File: src/rtl/alu_arbiter.sv
`default_nettype none
// ============================================================================
//  Module      : alu (shared by alu_arbiter)
//  Description : 4-bit combinational ALU. op 00 add, 01 sub, 10 and, 11 or.
//                carry is bit 4 of the 5-bit sum/difference (borrow for sub),
//                0 for the logic ops; zero flags y == 0.
//  Ports       : i_a, i_b (operands), i_op (opcode) -> o_y, o_carry, o_zero
//  Revision    : 1.0 - initial release
// ============================================================================
module alu (
    input  logic [3:0] i_a,
    input  logic [3:0] i_b,
    input  logic [1:0] i_op,
    output logic [3:0] o_y,
    output logic       o_carry,
    output logic       o_zero
);
    logic [4:0] w_res;

    always_comb begin
        w_res = '0;
        case (i_op)
            2'b00:   w_res = {1'b0, i_a} + {1'b0, i_b};
            2'b01:   w_res = {1'b0, i_a} - {1'b0, i_b};
            2'b10:   w_res = {1'b0, i_a & i_b};
            default: w_res = {1'b0, i_a | i_b};
        endcase
    end

    assign o_y     = w_res[3:0];
    assign o_carry = w_res[4];
    assign o_zero  = (w_res[3:0] == 4'd0);
endmodule

// ============================================================================
//  Module      : alu_arbiter
//  Description : Two requesters share one ALU. IDLE grants one requester
//                (round-robin on contention), EXEC computes for one cycle,
//                RESP holds the result until rsp_ready. done_cnt counts
//                completed response handshakes and saturates.
//  Ports       : clk, rst (async, active high)
//                reqN_valid/ready, reqN_a, reqN_b, reqN_op  (N = 0, 1)
//                rsp_valid/ready, rsp_id, rsp_y, rsp_carry, rsp_zero
//                done_cnt [CNT_W-1:0]
//  Revision    : 1.0 - initial release
// ============================================================================
module alu_arbiter #(
    parameter int CNT_W = 8
) (
    input  logic             clk,
    input  logic             rst,
    input  logic             req0_valid,
    output logic             req0_ready,
    input  logic [3:0]       req0_a,
    input  logic [3:0]       req0_b,
    input  logic [1:0]       req0_op,
    input  logic             req1_valid,
    output logic             req1_ready,
    input  logic [3:0]       req1_a,
    input  logic [3:0]       req1_b,
    input  logic [1:0]       req1_op,
    output logic             rsp_valid,
    input  logic             rsp_ready,
    output logic             rsp_id,
    output logic [3:0]       rsp_y,
    output logic             rsp_carry,
    output logic             rsp_zero,
    output logic [CNT_W-1:0] done_cnt
);
    localparam logic [CNT_W-1:0] c_CNT_MAX = {CNT_W{1'b1}};

    typedef enum logic [1:0] {
        S_IDLE = 2'd0,
        S_EXEC = 2'd1,
        S_RESP = 2'd2
    } state_t;

    state_t           r_state;
    state_t           w_state_nxt;
    logic             r_prio;      // 0: requester 0 wins a tie, 1: requester 1
    logic [3:0]       r_a;
    logic [3:0]       r_b;
    logic [1:0]       r_op;
    logic             r_id;
    logic [3:0]       r_y;
    logic             r_carry;
    logic             r_zero;
    logic             r_rsp_id;
    logic [CNT_W-1:0] r_cnt;

    logic             w_grant0;
    logic             w_grant1;
    logic             w_done;
    logic [3:0]       w_alu_y;
    logic             w_alu_carry;
    logic             w_alu_zero;

    alu u_alu (
        .i_a     (r_a),
        .i_b     (r_b),
        .i_op    (r_op),
        .o_y     (w_alu_y),
        .o_carry (w_alu_carry),
        .o_zero  (w_alu_zero)
    );

    always_comb begin
        w_state_nxt = r_state;
        w_grant0    = 1'b0;
        w_grant1    = 1'b0;
        w_done      = 1'b0;
        case (r_state)
            S_IDLE: begin
                // A lone requester always wins; on a tie the pointer decides.
                if (req0_valid && (!req1_valid || !r_prio)) begin
                    w_grant0 = 1'b1;
                end else if (req1_valid) begin
                    w_grant1 = 1'b1;
                end
                if (req0_valid || req1_valid) begin
                    w_state_nxt = S_EXEC;
                end
            end
            S_EXEC: w_state_nxt = S_RESP;
            S_RESP: begin
                if (rsp_ready) begin
                    w_done      = 1'b1;
                    w_state_nxt = S_IDLE;
                end
            end
            default: w_state_nxt = S_IDLE;
        endcase
    end

    always_ff @(posedge clk or posedge rst) begin
        if (rst) begin
            r_state <= S_IDLE;
        end else begin
            r_state <= w_state_nxt;
        end
    end

    always_ff @(posedge clk or posedge rst) begin
        if (rst) begin
            r_prio   <= 1'b0;
            r_a      <= '0;
            r_b      <= '0;
            r_op     <= '0;
            r_id     <= 1'b0;
            r_y      <= '0;
            r_carry  <= 1'b0;
            r_zero   <= 1'b0;
            r_rsp_id <= 1'b0;
            r_cnt    <= '0;
        end else begin
            if (w_grant0) begin
                r_a    <= req0_a;
                r_b    <= req0_b;
                r_op   <= req0_op;
                r_id   <= 1'b0;
                r_prio <= 1'b1;
            end else if (w_grant1) begin
                r_a    <= req1_a;
                r_b    <= req1_b;
                r_op   <= req1_op;
                r_id   <= 1'b1;
                r_prio <= 1'b0;
            end
            // Result registers double as the response outputs, so they only
            // change in EXEC and hold across and after the handshake.
            if (r_state == S_EXEC) begin
                r_y      <= w_alu_y;
                r_carry  <= w_alu_carry;
                r_zero   <= w_alu_zero;
                r_rsp_id <= r_id;
            end
            if (w_done && (r_cnt != c_CNT_MAX)) begin
                r_cnt <= r_cnt + 1'b1;
            end
        end
    end

    assign req0_ready = w_grant0;
    assign req1_ready = w_grant1;
    assign rsp_valid  = (r_state == S_RESP);
    assign rsp_id     = r_rsp_id;
    assign rsp_y      = r_y;
    assign rsp_carry  = r_carry;
    assign rsp_zero   = r_zero;
    assign done_cnt   = r_cnt;
endmodule
`default_nettype wire
File: config.mk
export PLATFORM = sky130hd
export DESIGN_NAME = alu_arbiter
export DESIGN_NICKNAME = d
export VERILOG_FILES = /design/src/rtl/alu_arbiter.sv
export SDC_FILE = /design/constraint.sdc
export NUM_CORES = 1
export LEC_CHECK = 0
export BUFFER_PORTS_ARGS = -buffer_cell sky130_fd_sc_hd__buf_2
export CAP_MARGIN = 20
export CORE_MARGIN = 2
export CORE_UTILIZATION = 30
export DETAILED_ROUTE_END_ITERATION = 10
export SETUP_SLACK_MARGIN = 0.2
export SLEW_MARGIN = 5
export SYNTH_ARGS = -nofsm -noshare
export SYNTH_HDL_FRONTEND = slang
export SYNTH_SLANG_ARGS = --single-unit
File: constraint.sdc
create_clock -name clk -period 3.4 [get_ports clk]
set_clock_uncertainty 0.15 [all_clocks]
set_input_delay 0.34 -clock clk [delete_from_list [all_inputs] [get_ports clk]]
set_output_delay 0.34 -clock clk [all_outputs]
set_load 0.05 [all_outputs]
==> run_summary.xml <==
<?xml version="1.0" encoding="UTF-8"?>
<metrics>
  <group name="routing">
    <metric name="ant_nets" unit="">0</metric>
    <metric name="met1_routed_wirelength_after_detailed_routing" unit="um">1560</metric>
    <metric name="route.detailed.vias_per_inst" unit="">4.56</metric>
    <metric name="detail_route.drc_violations" unit="">0</metric>
    <metric name="postRouteWirelength" unit="um">3130</metric>
    <metric name="met3WireLength" unit="um">164</metric>
    <metric name="drt_first_pass_iters" unit="">4</metric>
    <metric name="highest-signal-layer" unit="">met4</metric>
    <metric name="drt_iter0_markers" unit="">36</metric>
    <metric name="wl_met2" unit="um">1340</metric>
    <metric name="post_drt_wl_per_cell" unit="um">11.2</metric>
    <metric name="route.vias.total" unit="">1277</metric>
  </group>
  <group name="sta">
    <metric name="final.period_utilization" unit="">0.704</metric>
    <metric name="final_period_minus_worst_setup_slack" unit="ps">2390</metric>
    <metric name="worstMarginPinSlew" unit="ps">443</metric>
    <metric name="timing.final.max_slew_violations" unit="">0</metric>
    <metric name="slack_of_the_critical_path" unit="ps">1010</metric>
    <metric name="slew-limit-headroom" unit="">0.705</metric>
    <metric name="clock.fmax" unit="MHz">418</metric>
    <metric name="unrepaired_setup_endpoints_after_global_routing" unit="">false</metric>
    <metric name="timing.final.hold_violations" unit="">0</metric>
    <metric name="setup_viol" unit="">0</metric>
    <metric name="fin_setup_tns" unit="ps">0</metric>
  </group>
  <group name="synth">
    <metric name="synth_fp_nets" unit="">198</metric>
    <metric name="synthArstFlopShare" unit="">1.00</metric>
    <metric name="post_synth_instance_area" unit="um2">1560</metric>
    <metric name="ys.warnings.count" unit="">0</metric>
    <metric name="synth-edff-count" unit="">0</metric>
    <metric name="post_synth_inst_count" unit="">164</metric>
    <metric name="yosysSeqAreaShare" unit="">0.465</metric>
    <metric name="synth_ff_type" unit="">dfrtp_1</metric>
    <metric name="synth_cell_type_count" unit="">37</metric>
    <metric name="postSynthAreaPerCell" unit="um2">9.52</metric>
    <metric name="synth_seq_cells" unit="">29</metric>
  </group>
  <group name="floorplanning">
    <metric name="dieHeight" unit="um">76.1</metric>
    <metric name="placeableCoreArea" unit="um2">5070</metric>
    <metric name="cell_row_count" unit="">26</metric>
    <metric name="pin_count" unit="">43</metric>
    <metric name="die_width" unit="um">76.1</metric>
    <metric name="floorplan.die_area" unit="um2">5800</metric>
    <metric name="effective_utilization_at_floorplan" unit="">0.308</metric>
  </group>
  <group name="hold_path">
    <metric name="hold_class" unit="">input port to register</metric>
  </group>
  <group name="clocking">
    <metric name="htree_num_levels" unit="">2</metric>
    <metric name="clock_tree_from_tritoncts" unit="">yes</metric>
    <metric name="clk_pin_slew" unit="ps">60</metric>
    <metric name="clk_tree_root_cell" unit="">clkbuf_8</metric>
    <metric name="max-clock-path-buffers" unit="">2</metric>
    <metric name="clock-sinks" unit="">29</metric>
    <metric name="worst_skew_pair.late_latency" unit="ps">280</metric>
    <metric name="numCtsBuffers" unit="">5</metric>
    <metric name="post_cts.resized_instances" unit="">0</metric>
  </group>
  <group name="grt">
    <metric name="grt_overflow_total" unit="">0</metric>
    <metric name="maximum_number_of_pins_on_one_net_before_global_route_repair" unit="">30</metric>
    <metric name="overall_routing_resource_usage" unit="">0.123</metric>
    <metric name="wire_length_of_the_first_global_routing_pass" unit="um">5750</metric>
    <metric name="grt_antenna_before_repair" unit="">0</metric>
    <metric name="first_global_vias" unit="">1210</metric>
  </group>
  <group name="place">
    <metric name="dp_hpwl" unit="um">2410</metric>
    <metric name="port_buffers" unit="">42</metric>
    <metric name="preCtsSetupSlack" unit="ps">1020</metric>
    <metric name="place.gp.congestion" unit="">0.815</metric>
  </group>
  <group name="worst_setup_path">
    <metric name="setup.worst_path.class" unit="">register to register</metric>
    <metric name="critPathLaunchType" unit="">register</metric>
    <metric name="crit_path_end_kind" unit="">register</metric>
    <metric name="flop2flop_setup_slack" unit="ps">1010</metric>
    <metric name="critical_path.max_fanout" unit="">12</metric>
    <metric name="worst_endpoint_data_arrival_time" unit="ps">2410</metric>
    <metric name="cp.required" unit="ps">3410</metric>
  </group>
  <group name="power">
    <metric name="p_leak" unit="nW">0.975</metric>
    <metric name="p_per_area" unit="nW/um2">1110</metric>
    <metric name="worst_ir_drop_vdd" unit="mV">0.356</metric>
  </group>
  <group name="cells_and_area">
    <metric name="layout.filler_cells" unit="">531</metric>
    <metric name="fin_util" unit="">0.386</metric>
    <metric name="mostFrequentLayoutCell" unit="">buf_2</metric>
    <metric name="post_route_cells_drive_above_1_share" unit="">0.267</metric>
    <metric name="layout-area-overhead-vs-synth" unit="%">25.5</metric>
    <metric name="final_nets" unit="">243</metric>
    <metric name="antenna-diode-count" unit="">0</metric>
    <metric name="final_cell_mix" unit="">buf_2, dfrtp_1, nor2_1</metric>
  </group>
  <group name="run_status">
    <metric name="run_status" unit="">completed</metric>
  </group>
  <group name="flow_run">
    <metric name="cap_viol_max_count" unit="">0</metric>
  </group>
</metrics>
==> cells in the mapped netlist, types with 3 or more instances <==
| cell type | instances | area, um2 |
|---|---|---|
| o21ai_1 | 10 | 50.1 |
| nor2_1 | 23 | 86.3 |
| o22ai_1 | 5 | 31.3 |
| inv_2 | 4 | 15.0 |
| dfrtp_1 | 29 | 726 |
| and3_1 | 3 | 18.8 |
| ha_1 | 8 | 100 |
| inv_1 | 5 | 18.8 |
| nand3_1 | 5 | 25.0 |
| a21oi_1 | 9 | 45.0 |
| mux2i_1 | 3 | 30.0 |
| xnor2_1 | 7 | 61.3 |
| xor2_1 | 4 | 35.0 |
| buf_2 | 3 | 15.0 |
| nand2_1 | 17 | 63.8 |
==> repair_timing <==
| action | in CTS | in global routing |
|---|---|---|
| buffers inserted | 0 | 0 |
| endpoints found under the hold margin | 29 | 0 |
| hold buffers | 1 | 0 |
==> path summary, 6_finish.rpt <==
kind / startpoint / end / depth (start not counted)
min in group asynchronous: rst / done_cnt[3] / 4
setup reg to reg: r_op[1] / rsp_y[3] / 8
hold reg to reg: rsp_y[1] / rsp_y[1] / 2
setup / recovery: r_op[1] / rsp_y[3] / 8
max in group asynchronous: rst / r_a[1] / 4
hold / removal: rsp_ready / r_state[1] / 2
==> critical path, stage by stage, from the launching register on <==
cell and delay [ps]:
dfrtp_1 520, nor2b_1 270, nor2_1 100, xnor2_1 130
ha_1 330, nor4b_1 170, a311oi_1 220, nand3_1 130
mux2_2 270
==> per-stage QoR <==
stage	cells	power [mW]	hold slack (ps)	cell area [um2]
floorplan	164	1.59	268	1560
global placement	271	1.81	286	1830
detailed placement	271	1.82	284	1830
CTS	280	2.20	128	1960
global route	280	2.38	138	1960
finish	280	2.17	141	1960
==> layer usage <==
layer / global-route usage / vias to the layer above
met2: 0.181 / 31
met3: 0.0367 / 7
li1: - / 653
met5: 0 / -
met1: 0.166 / 586
met4: 0.0545 / 0
==> state kept, by name, summed over array words and instances, names as in the netlist <==
register and count:
r_prio 1, rsp_y 4, r_b 4, r_a 4, rsp_zero 1, done_cnt 8
rsp_carry 1, r_id 1, r_op 2, rsp_id 1, r_state 2
==> power by group <==
| part | internal (mW) | total, mW | switching [mW] |
|---|---|---|---|
| clock | 0.238 | 0.361 | 0.122 |
| combinational | 0.434 | 1.17 | 0.731 |
| sequential | 0.493 | 0.643 | 0.150 |
==> cell type report <==
| class | count | area, um2 | share of cell area |
|---|---|---|---|
| clock inverter | 1 | 30.0 | 0.0153 |
| sequential | 29 | 726 | 0.370 |
| clock buffer | 7 | 86.3 | 0.0441 |
| tap | 70 | 87.6 | 0.0447 |
| timing repair buffer | 44 | 228 | 0.116 |
| multi-input combinational | 120 | 768 | 0.392 |
| inverter | 9 | 33.8 | 0.0172 |
==> cells by family after synthesis <==
family                     synth area share
and+or+nand+nor                       0.183
adders and majority gates            0.0897
muxes                                0.0433
buffers and inverters                0.0433
AOI/OAI and AO/OA                     0.114
xor gates and xnor gates             0.0617
DFF                                   0.465
Note: power is estimated with default switching activity, not from simulation.
